--- src/rtl/bus_fabric_pkg.sv ---
// Shared types and constants for the bus_fabric address decoder / router.
package bus_fabric_pkg;

  // Access sequencing states of the fabric.
  typedef enum logic [1:0] {
    ST_IDLE   = 2'd0,
    ST_ACTIVE = 2'd1,
    ST_ERR    = 2'd2
  } state_t;

  // Read data returned to the master on any errored access.
  localparam logic [31:0] ERR_RDATA = 32'h0000_0000;

  // Default timeout limit in clk cycles.
  localparam int TMO_CYCLES_DEF = 255;

  // Timeout counter width, wide enough for the largest legal limit.
  localparam int CNT_W = 16;

endpackage

--- src/rtl/bus_fabric_dec.sv ---
// Address decoder: compares the master word address against every slave
// window (base/mask) and returns a one-hot select of the lowest matching slot.
module bus_fabric_dec #(
  parameter int                          NUM_SLV  = 8,
  parameter int                          ADDR_W   = 22,
  parameter logic [NUM_SLV*ADDR_W-1:0]   SLV_BASE = '0,
  parameter logic [NUM_SLV*ADDR_W-1:0]   SLV_MASK = '0
) (
  input  logic [ADDR_W-1:0]  addr,
  output logic               hit,
  output logic [NUM_SLV-1:0] sel
);

  // Per-slot window match, then keep only the lowest index that matched.
  // NOTE: every output gets a default before the loop so no path leaves it
  // unassigned; otherwise synthesis would infer a latch.
  always_comb begin
    hit = 1'b0;
    sel = '0;
    for (int i = 0; i < NUM_SLV; i++) begin
      if (!hit &&
          ((addr & SLV_MASK[i*ADDR_W +: ADDR_W]) ==
           (SLV_BASE[i*ADDR_W +: ADDR_W] & SLV_MASK[i*ADDR_W +: ADDR_W]))) begin
        hit    = 1'b1;
        sel[i] = 1'b1;
      end
    end
  end

endmodule

--- src/rtl/bus_fabric.sv ---
// Single-master to NUM_SLV-slave bus fabric with unmapped-address error
// reporting. Defining BUS_FABRIC_TMO_EN adds an ACTIVE-state timeout that
// turns a silent slave into an errored access after TMO_CYCLES cycles.
module bus_fabric
  import bus_fabric_pkg::*;
#(
  parameter int                          NUM_SLV    = 8,
  parameter int                          ADDR_W     = 22,
  parameter logic [NUM_SLV*ADDR_W-1:0]   SLV_BASE   = '0,
  parameter logic [NUM_SLV*ADDR_W-1:0]   SLV_MASK   = '0,
  parameter int                          TMO_CYCLES = TMO_CYCLES_DEF
) (
  input  logic                    clk,
  input  logic                    rst,
  input  logic                    bus_stb,
  input  logic                    bus_we,
  input  logic [ADDR_W-1:0]       bus_addr,
  output logic [31:0]             bus_din,
  output logic                    bus_ack,
  output logic [NUM_SLV-1:0]      slv_stb,
  input  logic [32*NUM_SLV-1:0]   slv_dout,
  input  logic [NUM_SLV-1:0]      slv_ack,
  input  logic                    err_clr,
  output logic                    err_valid,
  output logic [ADDR_W-1:0]       err_addr,
  output logic                    err_we,
  output logic                    err_irq
);

  // Reject illegal configurations at elaboration time.
  if (NUM_SLV < 1 || NUM_SLV > 16 || TMO_CYCLES < 2 || TMO_CYCLES > 65535) begin : g_bad_param
    $error("bus_fabric: NUM_SLV or TMO_CYCLES out of range");
  end

  state_t               state_q, state_d;
  logic [NUM_SLV-1:0]   dec_sel;
  logic                 dec_hit;
  logic [NUM_SLV-1:0]   sel_q;
  logic                 sel_ack;
  logic [31:0]          sel_din;
  logic                 tmo_hit;
  logic                 err_evt;

  bus_fabric_dec #(
    .NUM_SLV  (NUM_SLV),
    .ADDR_W   (ADDR_W),
    .SLV_BASE (SLV_BASE),
    .SLV_MASK (SLV_MASK)
  ) u_dec (
    .addr (bus_addr),
    .hit  (dec_hit),
    .sel  (dec_sel)
  );

  assign sel_ack = |(slv_ack & sel_q);

  // Read-data mux for the registered one-hot select.
  always_comb begin
    sel_din = '0;
    for (int i = 0; i < NUM_SLV; i++) begin
      if (sel_q[i]) sel_din = sel_din | slv_dout[i*32 +: 32];
    end
  end

`ifdef BUS_FABRIC_TMO_EN
  logic [CNT_W-1:0] cnt_q;

  // Cycles spent in ACTIVE without an ack; held at zero in IDLE so every
  // access starts counting from zero.
  always_ff @(posedge clk) begin
    if (rst) begin
      cnt_q <= '0;
    end else if (state_q == ST_IDLE) begin
      cnt_q <= '0;
    end else if (state_q == ST_ACTIVE && !sel_ack) begin
      cnt_q <= cnt_q + 1'b1;
    end
  end

  assign tmo_hit = (state_q == ST_ACTIVE) && (cnt_q == CNT_W'(TMO_CYCLES));
`else
  assign tmo_hit = 1'b0;
`endif

  // Next-state and master/slave-facing outputs; an ack in the expiry cycle
  // takes priority over the timeout.
  always_comb begin
    state_d = state_q;
    slv_stb = '0;
    bus_ack = 1'b0;
    bus_din = '0;
    unique case (state_q)
      ST_IDLE: begin
        if (bus_stb) state_d = dec_hit ? ST_ACTIVE : ST_ERR;
      end
      ST_ACTIVE: begin
        slv_stb = sel_q;
        bus_ack = sel_ack;
        bus_din = sel_din;
        if (sel_ack)      state_d = ST_IDLE;
        else if (tmo_hit) state_d = ST_ERR;
      end
      ST_ERR: begin
        bus_ack = 1'b1;
        bus_din = ERR_RDATA;
        state_d = ST_IDLE;
      end
      default: state_d = ST_IDLE;
    endcase
    // An access cut short by reset is never acknowledged.
    if (rst) bus_ack = 1'b0;
  end

  assign err_evt = (state_d == ST_ERR) && (state_q != ST_ERR);

  // State, slave select and error status registers.
  // NOTE: sequential state uses non-blocking assignments so every register
  // samples the pre-edge values regardless of statement order.
  always_ff @(posedge clk) begin
    if (rst) begin
      state_q   <= ST_IDLE;
      sel_q     <= '0;
      err_valid <= 1'b0;
      err_addr  <= '0;
      err_we    <= 1'b0;
      err_irq   <= 1'b0;
    end else begin
      state_q <= state_d;
      if (state_q == ST_IDLE && bus_stb && dec_hit) sel_q <= dec_sel;
      err_irq <= err_evt;
      // First error is kept until cleared; a clear coinciding with a new
      // error lets the new one replace it.
      if (err_evt && (!err_valid || err_clr)) begin
        err_valid <= 1'b1;
        err_addr  <= bus_addr;
        err_we    <= bus_we;
      end else if (err_clr && !err_evt) begin
        err_valid <= 1'b0;
      end
    end
  end

endmodule

--- config.mk ---
export PLATFORM = sky130hd
export DESIGN_NAME = bus_fabric
export DESIGN_NICKNAME = d
export VERILOG_FILES = /design/src/rtl/bus_fabric_pkg.sv /design/src/rtl/bus_fabric_dec.sv /design/src/rtl/bus_fabric.sv
export SDC_FILE = /design/constraint.sdc
export NUM_CORES = 1
export LEC_CHECK = 0
export CORE_AREA = 4 4 138 140
export DETAILED_ROUTE_END_ITERATION = 7
export DIE_AREA = 0 0 142 144
export GPL_TIMING_DRIVEN = 1
export MAX_ROUTING_LAYER = met4
export PLACE_DENSITY = 0.47
export SETUP_SLACK_MARGIN = 0.1
export SYNTH_ARGS = -nofsm -noshare
export SYNTH_HDL_FRONTEND = slang
export SYNTH_SLANG_ARGS = --single-unit
--- constraint.sdc ---
create_clock -name clk -period 5.7 [get_ports clk]
set_input_delay 1.14 -clock clk [delete_from_list [all_inputs] [get_ports clk]]
set_output_delay 1.14 -clock clk [all_outputs]
set_load 0.01 [all_outputs]
# Word-level counts from Yosys, hierarchy flattened
# Index checks and enable logic that the tools add are counted.
# op_classes
eq_ne	4
mux	10
bitwise_logic	1
n_reduce_logical	10
# ops
operator	count
$mux W32	2
$and A8 B1 Y8	1
$reduce_or A8 Y1	1
$eq A2 B2 Y1 const B	2
$logic_and A1 B1 Y1	4
$mux W1	4
$mux W2	2
$pmux W2 S2	1
$eq A2 B1 Y1 const B	1
$logic_not A1 Y1	2
$logic_not A2 Y1	1
$ne A2 B2 Y1 const B	1
$pmux W1 S2	1
$reduce_bool A2 Y1	1
$logic_or A1 B1 Y1	1
# totals
regBits	28
out_inout_bits	66

# Logic depth before layout (Yosys ltp)
# Gate-level depths: netlist of the first run.
# depth
ltp_word	10
mapped_depth	7
mapped_depth_nobuf	6

# Hierarchy
# A second synthesis of the first run with hierarchy kept.
# hier_totals
cells_unflattened	372
hier_area_um2	3069.2
# by_module_without_submodules
mod	instances	cells_per_inst	area_per_inst_um2	seq_area_each_um2
bus_fabric	1	361	2994.1	700.7
bus_fabric_dec	1	11	75.1	0.0

# Worst setup path after synthesis of the first run
# OpenSTA, ideal clock, no wires.
# synth_timing
path_kind	input to output
from	input port rst
to	output port bus_ack
arrival_ps	1646
setup_slack_ps	2914
stages	2
path_cell_list	clkbuf_1 nor3b_1
# synth_between
elab_chain_len	1
# synth_lines
element	line_no	text
start: declaration	bus_fabric.sv:14	input logic rst,
$mux W1	bus_fabric.sv:111	if (rst) bus_ack = 1'b0;
end: declaration	bus_fabric.sv:19	output logic bus_ack,
# Every way passes these cells.

# Worst setup path after layout of the first run
# layout_timing
from	input port slv_ack[0]
to	output port bus_ack
# layout_between
elab_chain_len	4
# layout_lines
element	line_no	text
start: declaration	bus_fabric.sv:22	input logic [NUM_SLV-1:0] slv_ack,
$and A8 B1 Y8	bus_fabric.sv:55	assign sel_ack = |(slv_ack & sel_q);
$reduce_or A8 Y1	bus_fabric.sv:55	
$pmux W1 S2	bus_fabric.sv:92	unique case (state_q)
$mux W1	bus_fabric.sv:111	
# Every way passes these cells.

==> results of run 1 <==
==> path summary, 6_finish.rpt <==
path	startpoint	endpoint
worst max-delay path	slv_ack[0]	bus_ack
worst min register to register	err_addr[12]	err_addr[12]
worst min-delay path	err_addr[12]	err_addr[12]
worst max register to register	state_q[1]	err_addr[5]
==> layer usage <==
metal  vias up  share of wire  wire, µm
li1        795              -         -
met1       737           0.45      2920
met2        71           0.45      2920
met3         2          0.098       638
met4         0         0.0032        21
met5         -              0         0
==> final cells by class <==
cell class / instances / area [µm²]
flip-flops and latches: 28 / 561
clock buffers: 3 / 75.1
repair buffers: 120 / 1200
inverters: 2 / 7.51
clock inverters: 1 / 30.0
fillers: 1959 / 14700
well taps: 229 / 287
multi-input cells: 131 / 958
diodes: 1 / 2.50
==> sequential cells by signal (all words and copies together), names as in the netlist <==
register,count
err_valid,1
err_irq,1
err_addr,22
sel_q,1
err_we,1
state_q,2
==> per-stage QoR <==
stage	utilization	instance area (µm²)	setup WS (ns)
2_1_floorplan	-	1650	2.91
3_3_place_gp	0.169	3010	1.94
3_5_place_dp	0.169	3010	1.98
4_1_cts	0.175	3110	1.96
5_1_grt	0.175	3120	1.88
6_report	0.175	3120	1.97
==> layout by cell type (no fill, tap or decap), types with 2 or more instances in the layout <==
cell	count
inv_1	2
and3_1	30
dfxtp_1	28
nand2b_1	47
nor2_1	3
conb_1	7
a21oi_1	2
clkdlybuf4s50_1	118
clkbuf_16	3
and3_2	2
ha_1	5
mux2i_1	23
buf_4	2
nor2b_1	2
==> where the power goes <==
group          switching [mW]  leakage, nW  total [mW]  internal (mW)
Combinational          0.0421        0.869       0.114         0.0715
Clock                  0.0833       0.0511       0.224          0.140
Sequential            0.00697        0.226       0.204          0.197
==> logic make-up after synthesis <==
group | count (synthesis) | synth area share
flip-flops | 28 | 0.344
buffers and inverters | 23 | 0.0828
adder cells (fa/ha/maj) | 5 | 0.0383
AO/OA/AOI/OAI | 8 | 0.0460
other | 1 | 0.00230
multiplexers | 23 | 0.141
AND/OR/NAND/NOR | 88 | 0.346
==> worst max-delay path, stage by stage <==
cell and delay [ns]:
clkdlybuf4s50_1 0.55, a31oi_1 0.10, nor3b_1 0.22, clkdlybuf4s50_1 0.57
==> impl_metrics.py, run 1 <==
metrics = {
    "run_status": {
        "status": "complete, no violations",
    },
    "grt": {
        "grt_usage": 0.0626,
        "overflow": 0,
        "met3_usage": 0.0281,
        "grt-busiest-layer": "met2",
        "grt_first_pass_wirelength_um": 9590,
        "grt_max_degree": 52,
        "grt_pass1_vias": 1676,
        "use_met1": 0.0742,
        "grt_use_met2": 0.101,
        "antenna_found_initial": 1,
    },
    "run": {
        "maxCapViolations": 0,
    },
    "critical_path": {
        "critPathArrivalTime_ns": 2.59,
        "ff2ff_path_depth": 7,
        "critPathMaxFanout": 3,
        "worstSetupEndpointType": "primary output",
        "crit_path_start_kind": "input port",
        "worstSetupPathType": "in -> out",
        "worstPathRequired_ns": 4.56,
        "rrSetupSlack_ns": 2.82,
    },
    "place": {
        "dp_hpwl_um": 5170,
        "dp_cells": 510,
        "io_buffers": 118,
        "place.gp.congestion": 0.739,
    },
    "route": {
        "dr.first_iter.drc_count": 23,
        "routed_wl_um": 6500,
        "drt_first_pass_iters": 4,
        "via_count": 1605,
        "ant_nets": 0,
        "viasPerCell": 3.12,
        "drc": 0,
        "wire_per_inst_um": 12.6,
    },
    "floorplan": {
        "core_um2": 17800,
        "num_io_pins": 357,
        "die_y_um": 144,
        "die_x_um": 142,
        "core.rowCount": 49,
        "start_util": 0.0915,
        "die-area_um2": 20400,
    },
    "final_layout": {
        "fin_nets": 582,
        "final_cells": 515,
        "syn2layout_area_growth_pct": 91.0,
        "final_layout_size_suffix_gt1_frac": 0.0386,
    },
    "yosys": {
        "yosysSeqAreaShare": 0.344,
        "netlist.area_leader.share": 0.344,
        "synth_area_um2": 1630,
        "synth.area.top_cells": "dfxtp_1 34%, nand2b_1 18%, mux2i_1 14%",
        "synth_ff_type": "dfxtp_1",
        "synth_edf_count": 0,
        "yosysMostFrequentCell": "nand2b_1",
        "synth_top_area_cell": "dfxtp_1",
        "avgSynthCellArea_um2": 9.27,
        "ys_warn_count": 0,
        "synthArstFlopShare": 0,
        "synth_commonest_cells": "47 x nand2b_1, 30 x and3_1, 28 x dfxtp_1, 23 x mux2i_1, 11 x clkbuf_1",
        "netlist_instances": 176,
        "synth_cell_types": 24,
        "ys_ff_latch": 28,
    },
    "sta": {
        "fin_tns_setup_ns": 0,
        "period_needed_ns": 3.73,
        "slew_headroom": 0.362,
        "grt_setup_unrepaired": "no",
        "period_share": 0.655,
        "drv_slew": 0,
        "tightest_slew_ns": 0.955,
        "clock_skew_ns": 0.00282,
        "hold_violations": 0,
        "setup_violations": 0,
        "clock.fmax_ghz": 0.268,
        "hold_slack_ns": 0.475,
    },
    "worst_hold_path": {
        "hp-class": "reg -> reg",
        "whs_path_depth": 2,
    },
    "clock_tree": {
        "htreeDepth": 1,
        "worstSkewPairLatency_ns": 0.27,
        "cts_sinks": 28,
        "hold_buffers": 0,
        "post_cts_buffers": 0,
        "ctsResizeCount": 0,
        "cts_buffers": 3,
        "clk_pin_slew_worst_paths_ns": 0.08,
        "tritoncts": "done",
        "clockRootBuffer": "clkbuf_16",
        "ctsLongestPathBuffers": 2,
    },
    "power": {
        "p_total_uw": 542,
        "p_leak_nw": 1.15,
        "ir_drop_uv": 108,
        "power_density_nw_per_um2": 174,
    },
}
Note: power is estimated with default switching activity, not from simulation.
==> run 2, diff against run 1 <==
CORE_AREA = 4 4 137 139   (was 4 4 138 140)
DIE_AREA = 0 0 141 143   (was 0 0 142 144)
PLACE_DENSITY = 0.49   (was 0.47)
clock period = 3.4 ns   (was 5.7 ns; I/O delays follow)
==> run 2 against run 1 <==
Against the previous run: critical path depth is 1 higher; power is 57% higher; wire length down 1.1%; non-clock buffer count up 2; clock power rose by 38%; sequential cell count is the same; core utilization is 0.16 points higher; die area down 1.4%; global-route usage increased by 0.11 points; via count grew 0.50%; critical endpoint is now bus_din[29]; largest cell class unchanged.
==> impl_metrics.py, run 2 (same netlist as run 1, synthesis figures left out) <==
metrics = {
    "worst_hold_path": {
        "hp-class": "reg -> reg",
    },
    "power": {
        "p_switching_uw": 213,
        "seqPwrFrac": 0.400,
        "ir_drop_uv": 120,
        "p_total_uw": 848,
        "power.clock.fraction": 0.365,
        "switching_share": 0.251,
        "intPower_uw": 635,
        "p_leak_nw": 1.15,
        "power_density_nw_per_um2": 272,
        "p_comb_frac": 0.235,
    },
    "clock_tree": {
        "tritoncts": "done",
        "cts_sinks": 28,
        "clockRootBuffer": "clkbuf_16",
        "ctsResizeCount": 0,
        "post_cts_buffers": 0,
        "worstSkewPairLatency_ns": 0.27,
        "ctsLongestPathBuffers": 2,
        "hold_buffers": 0,
        "cts_buffers": 3,
        "clk_pin_slew_worst_paths_ns": 0.08,
        "htreeDepth": 1,
    },
    "sta": {
        "period_share": 0.871,
        "period_needed_ns": 2.96,
        "setup_violations": 0,
        "fin_ws_ns": 0.437,
        "drv_slew": 0,
        "hold_violations": 0,
        "tightest_slew_ns": 0.641,
        "fin_tns_setup_ns": 0,
        "grt_setup_unrepaired": "no",
        "slew_headroom": 0.572,
        "clock_skew_ns": 0.00491,
        "clock.fmax_ghz": 0.338,
    },
    "critical_path": {
        "critPathLaunch": "state_q[1]",
        "worstSetupPathType": "reg -> out",
        "rr_endpoint": "err_addr[1]",
        "worstSetupEndpoint": "bus_din[29]",
        "crit_path_start_kind": "register",
        "worstPathRequired_ns": 2.72,
        "rr_startpoint": "state_q[1]",
        "critPathArrivalTime_ns": 2.28,
        "worstSetupEndpointType": "primary output",
        "ff2ff_path_depth": 8,
        "critPathMaxFanout": 20,
        "rrSetupSlack_ns": 0.89,
    },
    "floorplan": {
        "start_util": 0.0924,
        "core_um2": 17700,
        "die_x_um": 141,
        "core.rowCount": 49,
        "die_y_um": 143,
        "num_io_pins": 357,
        "die-area_um2": 20200,
    },
    "place": {
        "dp_hpwl_um": 5190,
        "io_buffers": 118,
        "place_ws_ns": 0.564,
        "place.gp.congestion": 0.724,
    },
    "route": {
        "routed_wl_um": 6430,
        "viasPerCell": 3.13,
        "wire_per_inst_um": 12.5,
        "via_count": 1613,
        "dr.first_iter.drc_count": 46,
        "ant_nets": 0,
        "drt_first_pass_iters": 3,
        "drc": 0,
    },
    "final_layout": {
        "layout_commonest_cell": "clkdlybuf4s50_1",
        "fin_nets": 584,
        "fin_util": 0.176,
        "largest_reg_flops": 22,
        "syn2layout_area_growth_pct": 90.8,
        "top_regs": "err_addr (22), state_q (2)",
        "n_antenna_cell": 0,
        "final_layout_size_suffix_gt1_frac": 0.0453,
        "final_cell_mix": "118 x clkdlybuf4s50_1, 47 x nand2b_1, 30 x and3_1",
        "top_register": "err_addr",
    },
    "run": {
        "maxCapViolations": 0,
    },
    "grt": {
        "overflow": 0,
        "grt_pass1_vias": 1697,
        "grt_first_pass_wirelength_um": 9840,
        "antenna_found_initial": 0,
        "grt_usage": 0.0638,
        "grt_max_degree": 52,
    },
    "run_status": {
        "status": "complete, no violations",
    },
}
-- run 2: changes by cell type in the layout (fill, tap and decap cells not counted), sizes merged --
cell,previous run,this run
buf,2,4
diode,1,0
bufinv,1,0
clkbuf,3,4
-- run 2: power by group through the flow --
stage          sequential (mW)  combinational, mW  clock, mW
5_1_grt                  0.341              0.216      0.344
4_1_cts                  0.339              0.202      0.332
2_1_floorplan            0.340             0.0962          0
3_5_place_dp             0.347              0.201          0
6_report                 0.339              0.200      0.309
3_3_place_gp             0.346              0.198          0
-- run 2: worst min path at each step --
stage / startpoint / end / slack, ns / depth (start not counted)
after floorplan: err_addr[0] / err_addr[0] / 0.49 / 2
after global placement: err_addr[4] / err_addr[4] / 0.46 / 2
after detailed placement: err_addr[20] / err_addr[20] / 0.47 / 2
after CTS: err_addr[20] / err_addr[20] / 0.48 / 2
after global routing: err_addr[19] / err_addr[19] / 0.49 / 2
final: err_addr[10] / err_addr[10] / 0.47 / 2
-- run 2: area by class of cell --
type	instances	area [µm²]
Timing Repair Buffer	122	1210
Tap cell	229	287
Fill cell	1978	14500
Inverter	2	7.51
Sequential cell	28	561
Clock buffer	4	88.8
Multi-Input combinational cell	131	958
-- run 2: worst max-delay path: stages, from the launching register on --
cell and delay [ns]:
dfxtp_1 0.34, inv_1 0.14, ha_1 0.43, buf_4 0.28, and3_1 0.23, clkdlybuf4s50_1 0.58
-- run 2: through the flow --
stage / area (µm²) / hold WS, ns / std cells
2_1_floorplan: 1650 / 0.493 / 182
3_3_place_gp: 3020 / 0.460 / 512
3_5_place_dp: 3020 / 0.466 / 512
4_1_cts: 3110 / 0.480 / 516
5_1_grt: 3110 / 0.494 / 516
6_report: 3110 / 0.474 / 516
-- run 2: routing by layer --
layer / vias up / GRT usage / part of all wire
met2: 66 / 0.105 / 0.48
met3: 7 / 0.00502 / 0.048
li1: 793 / - / -
met4: 0 / 0.0265 / 0.019
met5: - / - / 0
met1: 747 / 0.0809 / 0.45
==> run 3, diff against run 2 <==
CTS_CLUSTER_SIZE = 28   (was not set)
DONT_BUFFER_PORTS = 1   (was not set)
PLACE_DENSITY = 0.3   (was 0.49)
==> run 3 against run 2 <==
Against the previous run: worst hold slack better by 0.0037 ns; non-clock buffer count shrank 120; final area down 37%; largest cell class is now multi-input combinational cells.
==> impl_metrics.py, run 3 (same netlist as run 1, synthesis figures left out) <==
metrics = {
    "floorplan": {
        "core_um2": 17700,
        "die_y_um": 143,
        "die-area_um2": 20200,
        "die_x_um": 141,
        "core.rowCount": 49,
        "start_util": 0.0924,
        "num_io_pins": 357,
    },
    "critical_path": {
        "crit_path_start_kind": "register",
        "crit_chain": "inv_1 -> ha_1 -> a31oi_1 -> nor3b_1",
        "ff2ff_path_depth": 7,
        "critPathArrivalTime_ns": 2.08,
        "max_stage_delay_ns": 0.73,
        "worstSetupPathType": "reg -> out",
        "worstPathRequired_ns": 2.72,
        "critPathLaunch": "state_q[1]",
        "slowest_stage": "ha_1",
        "rr_startpoint": "state_q[1]",
        "worstSetupEndpointType": "primary output",
        "rr_endpoint": "err_addr[19]",
        "rrSetupSlack_ns": 0.90,
        "critPathMaxFanout": 33,
    },
    "route": {
        "wire_per_inst_um": 13.9,
        "via_count": 1192,
        "viasPerCell": 2.97,
        "routed_wl_um": 5590,
        "drc": 0,
        "ant_nets": 0,
        "drt_first_pass_iters": 3,
        "dr.first_iter.drc_count": 25,
    },
    "final_layout": {
        "multi_input_area_um2": 958,
        "top_regs": "err_addr (22), state_q (2)",
        "largest_reg_flops": 22,
        "syn2layout_area_growth_pct": 19.2,
        "seq_area_um2": 561,
        "final_cell_mix": "47 x nand2b_1, 30 x and3_1, 28 x dfxtp_1",
        "fin_nets": 464,
        "final_layout_size_suffix_gt1_frac": 0.0659,
        "top_register": "err_addr",
        "layout_commonest_cell": "nand2b_1",
        "fillers": 2057,
    },
    "grt": {
        "grt_max_degree": 53,
        "grt_first_pass_wirelength_um": 8040,
        "antenna_found_initial": 5,
        "grt_usage": 0.0538,
        "grt_pass1_vias": 1252,
        "overflow": 0,
    },
    "run_status": {
        "status": "complete, no violations",
    },
    "run": {
        "maxCapViolations": 0,
    },
    "sta": {
        "fin_ws_ns": 0.637,
        "clock_skew_ns": 0.00449,
        "grt_setup_unrepaired": "no",
        "drv_slew": 0,
        "slew_headroom": 0.433,
        "setup_violations": 0,
        "tightest_slew_ns": 0.850,
        "clock.fmax_ghz": 0.362,
        "hold_violations": 0,
        "period_share": 0.813,
        "fin_tns_setup_ns": 0,
        "period_needed_ns": 2.76,
    },
    "clock_tree": {
        "htreeDepth": 1,
        "tritoncts": "done",
        "cts_buffers": 3,
        "ctsResizeCount": 0,
        "post_cts_buffers": 0,
        "clockRootBuffer": "clkbuf_16",
        "worstSkewPairLatency_ns": 0.27,
        "ctsLongestPathBuffers": 2,
        "cts_sinks": 28,
        "hold_buffers": 0,
        "clk_pin_slew_worst_paths_ns": 0.08,
    },
    "worst_hold_path": {
        "hp-class": "in -> reg",
        "hp-start": "rst",
        "whs_path_depth": 1,
        "min_to": "err_valid",
    },
    "place": {
        "dp_hpwl_um": 4320,
        "place.gp.congestion": 0.730,
        "io_buffers": 0,
        "place_ws_ns": 0.886,
    },
    "power": {
        "p_leak_nw": 0.714,
        "power_density_nw_per_um2": 413,
        "ir_drop_uv": 125,
    },
}
## run 3: cell types whose count changed in the layout (fill, tap and decap cells not counted), sizes merged
| cell | change |
|---|---|
| buf | -2 |
| bufinv | +1 |
| clkbuf | -1 |
| clkdlybuf4s50 | -118 |
| diode | +5 |
## run 3: metal layers
layer / vias up / track usage / wire (µm)
met2: 67 / 0.0809 / 2550
met4: 0 / 0.0214 / 93
met5: - / - / 0
met1: 559 / 0.0660 / 2430
met3: 6 / 0.0188 / 521
li1: 560 / - / -
## run 3: metrics by stage
step                      power, mW  hold slack, ns  instances  area (µm²)   util
after floorplan               0.437           0.493        182        1650      -
after global placement        0.439           0.510        392        1830  0.104
after detailed placement      0.440           0.517        392        1830  0.104
after CTS                     0.827           0.457        396        1930  0.109
after global routing          0.848           0.463        401        1950  0.110
final                         0.803           0.478        401        1950  0.110
## run 3: critical path, delay by kind of cell (launching register included)
kind,cells,cell delay (ns)
DFF,1,0.34
buffers and inverters,1,0.12
adders and majority gates,1,0.73
AOI/OAI and AO/OA,1,0.18
and+or+nand+nor,1,0.45
## run 3: worst max-delay path by stage
stage              endpoint  cells past startpoint
2_1_floorplan  err_addr[10]                      7
3_3_place_gp   err_addr[13]                      7
3_5_place_dp    err_addr[0]                      7
4_1_cts             bus_ack                      4
5_1_grt             bus_ack                      4
6_report            bus_ack                      4
## run 3: final cells by class
class	count	area share
inverter	2	0.00386
sequential	28	0.288
multi-input combinational	131	0.493
timing repair buffer	2	0.00772
clock buffer	3	0.0386
antenna	5	0.00643
tap	229	0.147
clock inverter	1	0.0154
## run 3: report_power, final
part / total (mW) / internal, mW / switching [mW]
Sequential: 0.338 / 0.331 / 0.00764
Clock: 0.371 / 0.235 / 0.136
Combinational: 0.0937 / 0.0405 / 0.0532
Total: 0.803 / 0.606 / 0.196
==> RTL edit 1: new RTL, settings of run 3 <==
The option `BUS_FABRIC_TMO_EN` is turned on by a define.
--- a/src/rtl/bus_fabric.sv
+++ b/src/rtl/bus_fabric.sv
@@ -3,2 +3,4 @@
 // turns a silent slave into an errored access after TMO_CYCLES cycles.
+`define BUS_FABRIC_TMO_EN
+
 module bus_fabric
Check against the original RTL: same outputs for any inputs over 10 cycles, from zero or initial values and one cycle with rst high; that may be too few to reach the edited logic, so the function may still have changed.
==> RTL edit 1 against run 3 <==
  * Wire length rose by 22%
  * Die area is the same
  * Utilization rose by 4.4 points
  * Cell area up 40%
  * First-iteration DRC count increased to 3.2 times the old value
  * Largest cell class unchanged
  * Clock skew is 0.0045 ns higher
  * Sequential cell count is 16 higher
  * Power grew 40%
  * Critical path depth decreased by 2
  * Global-route usage grew 1.2 points
  * Area after synthesis increased by 45%
  * Setup slack better by 0.27 ns
  * Register-to-register slack improved by 0.16 ns
==> RTL edit 1: results (changes against run 3) <==
| Step | Parameter | Reported | vs run 3 |
|:---|:---|:---|:---|
| run status | Result of the run | finished, final reports clean |  |
| cts | Post CTS Setup Buffer Count | 0 | unchanged |
| power | Maximum vdd ir drop | 0.000162 V | +30% |
| global route | Global-route wire length before repair | 9940 µm | +24% |
| global route | Largest net degree at the start of global routing | 54 | +1.9% |
| cells and area | Largest registers ranked by flip-flop count | err_addr (22), cnt_q (16), state_q (2) |  |
| cts | Clk pin slew, worst setup/hold paths | 0.07 ns |  |
| sta | Post-Route Setup TNS | 0 ns | unchanged |
| cells and area | Register with the most flip-flops | err_addr |  |
| synth | Async set-reset flop share out of synthesis | 0% | unchanged |
| cells and area | Post-layout nets | 555 | +20% |
| synth | Prevailing post-synth register cell | sky130_fd_sc_hd__dfxtp_1 |  |
| min path | HP Class | input pin to register |  |
| synth | Post-synthesis cell type count | 40 | +67% |
| synth | Top cells by area in the synthesized netlist | sky130_fd_sc_hd__dfxtp_1 (37%), sky130_fd_sc_hd__nand2b_1 (12%), sky130_fd_sc_hd__mux2i_1 (9.7%), sky130_fd_sc_hd__and3_1 (8.5%), sky130_fd_sc_hd__buf_4 (2.9%) |  |
| cts | Master cell of the clock root buffer | sky130_fd_sc_hd__clkbuf_16 |  |
| setup path | Critical path arrival | 1.82 ns | -0.26 ns |
| cells and area | Share of layout cells above drive strength 1 | 7.69% | +1.1 points |
| detailed routing | DRC marker count from the first detailed-route iteration | 79 | +220% |
| place | Port bufs | 0 | unchanged |
| setup path | Crit-path max FO | 37 | +12% |
| sta | Setup skew after layout | 0.00895 ns | +0.00446 ns |
| place | Final Wtd Congestion | 0.687 | -5.9% |
| detailed routing | Overall via count from detail_route | 1869 | +57% |
| global route | Via count of the first global-routing pass | 1760 | +41% |
| synth | Number of warnings printed during yosys synthesis | 0 | unchanged |
| place | Sum of net half-perimeters after detailed placement | 5270 µm | +22% |
| power | P_leak | 0.000929 µW | +30% |
| global route | GRT Util Overall | 6.58% | +1.2 points |
| cts | Clock buffer depth | 2 | unchanged |
| cts | H-Tree Level Count | 2 | +1 |
| synth | Sequential cell area fraction in the yosys report | 37.3% | +2.9 points |
| sta | Worst slew pin tran | 0.805 ns | -0.0451 ns |
| cells and area | Filler Cells Inserted | 1982 | -3.6% |
| global route | Initial antenna violation count | 5 | unchanged |
| cts | Worst-Skew Late Latency | 0.28 ns |  |
| detailed routing | Iteration count of the initial detailed-routing pass | 4 | +1 |
| cts | Clock buffer count from CTS | 5 | +2 |
| cts | Quantity of gates resized following cts | 0 | unchanged |
| detailed routing | Routed len/inst | 13.8 µm | -0.73% |
| sta | Hold Fails Final Rpt | 0 | unchanged |
| synth | Ranking of synthesized cells by instance count | sky130_fd_sc_hd__nand2b_1 (47), sky130_fd_sc_hd__dfxtp_1 (44), sky130_fd_sc_hd__and3_1 (32) |  |
## RTL edit 1: changes by cell type in the layout (fill, tap and decap cells not counted), sizes merged, moves of 5 or more
| cell | run 3 | this run |
|---|---|---|
| nand3 | 0 | 5 |
| nand4 | 0 | 7 |
| nand2 | 0 | 10 |
| or4 | 0 | 5 |
| a21oi | 2 | 12 |
| dfxtp | 28 | 44 |
| o31ai | 0 | 5 |
| nor2 | 3 | 9 |
## RTL edit 1: final cells by class
cell class / count / area (µm²) / area share [%]
antenna: 3 / 7.51 / 0.275
clock buffer: 7 / 153 / 5.60
inverter: 4 / 15.0 / 0.551
multi-input combinational: 203 / 1370 / 50.2
sequential: 44 / 881 / 32.3
tap: 229 / 287 / 10.5
timing repair buffer: 2 / 15.0 / 0.551
## RTL edit 1: cells by family after synthesis
kind of cell,after synthesis,synth area share (%)
other,1,0.159
buffers and inverters,27,5.77
adder cells (fa/ha/maj),4,2.12
flip-flops,44,37.3
AO/OA/AOI/OAI,30,8.95
multiplexers,23,9.74
XOR/XNOR,7,2.59
AND/OR/NAND/NOR,132,33.4
## RTL edit 1: final timing paths
check             from      endpoint  slack [ns]  depth (start not counted)
min                rst      sel_q[0]        0.46                          1
max           sel_q[0]       bus_ack        0.90                          2
min reg2reg  cnt_q[15]     cnt_q[15]        0.50                          2
max reg2reg   sel_q[0]  err_addr[11]        1.06                          5
## RTL edit 1: worst max-delay path, cell delays in order, from the launching register on
cell,delay [ns]
sky130_fd_sc_hd__dfxtp_1,0.84
sky130_fd_sc_hd__a31oi_1,0.16
sky130_fd_sc_hd__nor3b_1,0.52
## RTL edit 1: through the flow
| step | cells | setup slack [ns] | instance area (µm²) | hold WS (ns) | util, % |
|---|---|---|---|---|---|
| finish | 492 | 0.904 | 2730 | 0.463 | 15.4 |
| global route | 492 | 0.587 | 2730 | 0.464 | 15.4 |
| CTS | 489 | 0.779 | 2720 | 0.456 | 15.4 |
| detailed placement | 482 | 1.04 | 2570 | 0.487 | 14.5 |
| global placement | 482 | 1.08 | 2570 | 0.473 | 14.5 |
| floorplan | 274 | 1.35 | 2390 | 0.452 | - |
## RTL edit 1: layer usage
metal	global-route usage (%)	wire length [µm]
met5	-	0
met4	1.68	66
met3	3.05	816
met2	10.2	3020
met1	7.78	2910
## RTL edit 1: power breakdown
part	internal (µW)	switching (µW)	total, µW
clock network	309	196	505
logic	36.4	52.1	88.5
registers	519	9.26	528
total	864	258	1120
==> RTL edit 2: new RTL, flow settings as in run 3 <==
Made on the original files. The 3 states of `state_t` get a one-hot encoding in 3 bits.
--- a/src/rtl/bus_fabric_pkg.sv
+++ b/src/rtl/bus_fabric_pkg.sv
@@ -4,6 +4,6 @@
   // Access sequencing states of the fabric.
-  typedef enum logic [1:0] {
-    ST_IDLE   = 2'd0,
-    ST_ACTIVE = 2'd1,
-    ST_ERR    = 2'd2
+  typedef enum logic [2:0] {
+    ST_IDLE   = 3'b001,
+    ST_ACTIVE = 3'b010,
+    ST_ERR    = 3'b100
   } state_t;
Behaviour: same outputs for any inputs over 10 cycles, from zero or initial values and one cycle with rst high; not proved beyond that.
==> RTL edit 2 against run 3 <==
  * Area after synthesis is 30% lower
  * Cell area shrank 22%
  * Global-route usage fell by 1.5 points
  * Worst hold slack got worse by 0.0082 ns
  * Critical path depth shrank 2
  * Synthesized cell count shrank 38%
  * Sequential cell count is 1 higher
  * Largest power group unchanged
  * Setup slack gained 0.61 ns
  * Clock skew fell by 0.0044 ns
  * Final cell count down 13%
  * Power fell by 3.2%
  * Combinational power shrank 88%
  * Wire length down 31%
==> RTL edit 2: results (changes against run 3) <==
| Step | Parameter | Reported | vs run 3 |
|:---|:---|:---|:---|
| run status | Result of the run | finished, final reports clean |  |
| detailed routing | Iteration count of the initial detailed-routing pass | 2 | -1 |
| cells and area | Post-layout nets | 404 | -13% |
| global route | Via count of the first global-routing pass | 736 | -41% |
| place | Number of placed cells counting well taps | 335 | -15% |
| sta | Worst slew pin tran | 0.619 ns | -0.231 ns |
| detailed routing | Routed len/inst | 11.1 µm | -21% |
| setup path | Crit-path max FO | 33 | unchanged |
| synth | Ranking of synthesized cells by instance count | sky130_fd_sc_hd__dfxtp_1 (29), sky130_fd_sc_hd__and2_1 (20), sky130_fd_sc_hd__nor2b_1 (16) |  |
| global route | Largest net degree at the start of global routing | 34 | -36% |
| setup path | CP max-delay cell | sky130_fd_sc_hd__and4bb_4 |  |
| global route | Global-route wire length before repair | 5000 µm | -38% |
| cts | Clk pin slew, worst setup/hold paths | 0.05 ns | -0.03 ns |
| sta | Hold slack | 0.470 ns | -0.00818 ns |
| synth | Top cells by area in the synthesized netlist | sky130_fd_sc_hd__dfxtp_1 (51%), sky130_fd_sc_hd__and2_1 (11%), sky130_fd_sc_hd__nor2b_1 (8.8%), sky130_fd_sc_hd__and2_2 (7.9%), sky130_fd_sc_hd__and2b_1 (5.3%) |  |
| cts | Quantity of gates resized following cts | 0 | unchanged |
| setup path | Largest delay share family, worst path | simple AND/OR/NAND/NOR gates |  |
| cells and area | Share of layout cells above drive strength 1 | 17.5% | +11 points |
| detailed routing | Wire length after detailed routing | 3870 µm | -31% |
| sta | Setup skew after layout | 0.0000611 ns | -0.00443 ns |
| cts | H-Tree Level Count | 2 | +1 |
| synth | Post-synthesis cell type count | 22 | -8.3% |
| synth | Sequential cell area fraction in the yosys report | 50.8% | +16 points |
| cells and area | Largest registers ranked by flip-flop count | err_addr (22), state_q (3) |  |
| power | P_leak | 0.000559 µW | -22% |
| detailed routing | DRC marker count from the first detailed-route iteration | 19 | -24% |
| power | Maximum vdd ir drop | 0.000166 V | +33% |
| place | Final Wtd Congestion | 0.637 | -13% |
| setup path | Slowest cell delay on critical path | 0.56 ns | -0.17 ns |
| cts | Master cell of the clock root buffer | sky130_fd_sc_hd__clkbuf_16 |  |
| setup path | Register-to-Register Setup Slack | 2.31 ns | +1.41 ns |
| global route | GRT Util Overall | 3.83% | -1.5 points |
| detailed routing | Per-cell via count in the routed design | 2.04 | -31% |
| setup path | Critical path arrival | 1.47 ns | -0.61 ns |
| global route | Initial antenna violation count | 7 | +2 |
| cts | Clock buffer count from CTS | 5 | +2 |
| synth | Prevailing post-synth register cell | sky130_fd_sc_hd__dfxtp_1 |  |
| synth | Post-synthesis area per instance | 10.4 µm² | +12% |
-- RTL edit 2: kinds of logic after synthesis --
family,count (synthesis),share of synthesized area (%)
AND/OR/NAND/NOR,63,37.5
AO/OA/AOI/OAI,3,1.86
other,1,0.328
buffers and inverters,13,8.65
multiplexers,1,0.876
flip-flops,29,50.8
-- RTL edit 2: through the flow --
stage	instance area (µm²)	worst slack (ns)
floorplan	1170	1.57
global placement	1360	1.32
detailed placement	1360	1.32
CTS	1500	1.22
global route	1520	1.15
finish	1520	1.25
-- RTL edit 2: cell type report --
cell class / instances / area (µm²)
flip-flops and latches: 29 / 581
fillers: 2073 / 16100
inverters: 1 / 3.75
clock buffers: 6 / 129
multi-input cells: 76 / 493
well taps: 229 / 287
diodes: 7 / 17.5
clock inverters: 2 / 10.0
-- RTL edit 2: layer usage --
metal / vias to the layer above / track usage (%) / share of wire (%)
li1: 341 / - / -
met1: 289 / 3.52 / 34
met2: 77 / 4.39 / 36
met3: 6 / 5.02 / 29
met4: 0 / 1.68 / 1.3
met5: - / - / 0
-- RTL edit 2: final timing paths --
path,startpoint,endpoint,cells past startpoint
max,state_q[2],bus_din[12],2
min,rst,err_addr[1],1
max reg2reg,state_q[1],state_q[0],3
min reg2reg,state_q[2],state_q[1],1
-- RTL edit 2: where the power goes --
part | internal, µW | leakage, µW | switching (µW)
Sequential | 344 | 0.000235 | 3.21
Combinational | 4.67 | 0.000254 | 6.48
Clock | 268 | 0.0000707 | 151
Total | 616 | 0.000559 | 161
-- RTL edit 2: worst register-to-register path, cell delays in order (launching register included) --
cell and delay (ns):
sky130_fd_sc_hd__dfxtp_1 0.38, sky130_fd_sc_hd__a21boi_0 0.19, sky130_fd_sc_hd__mux2i_1 0.11, sky130_fd_sc_hd__or3_1 0.30
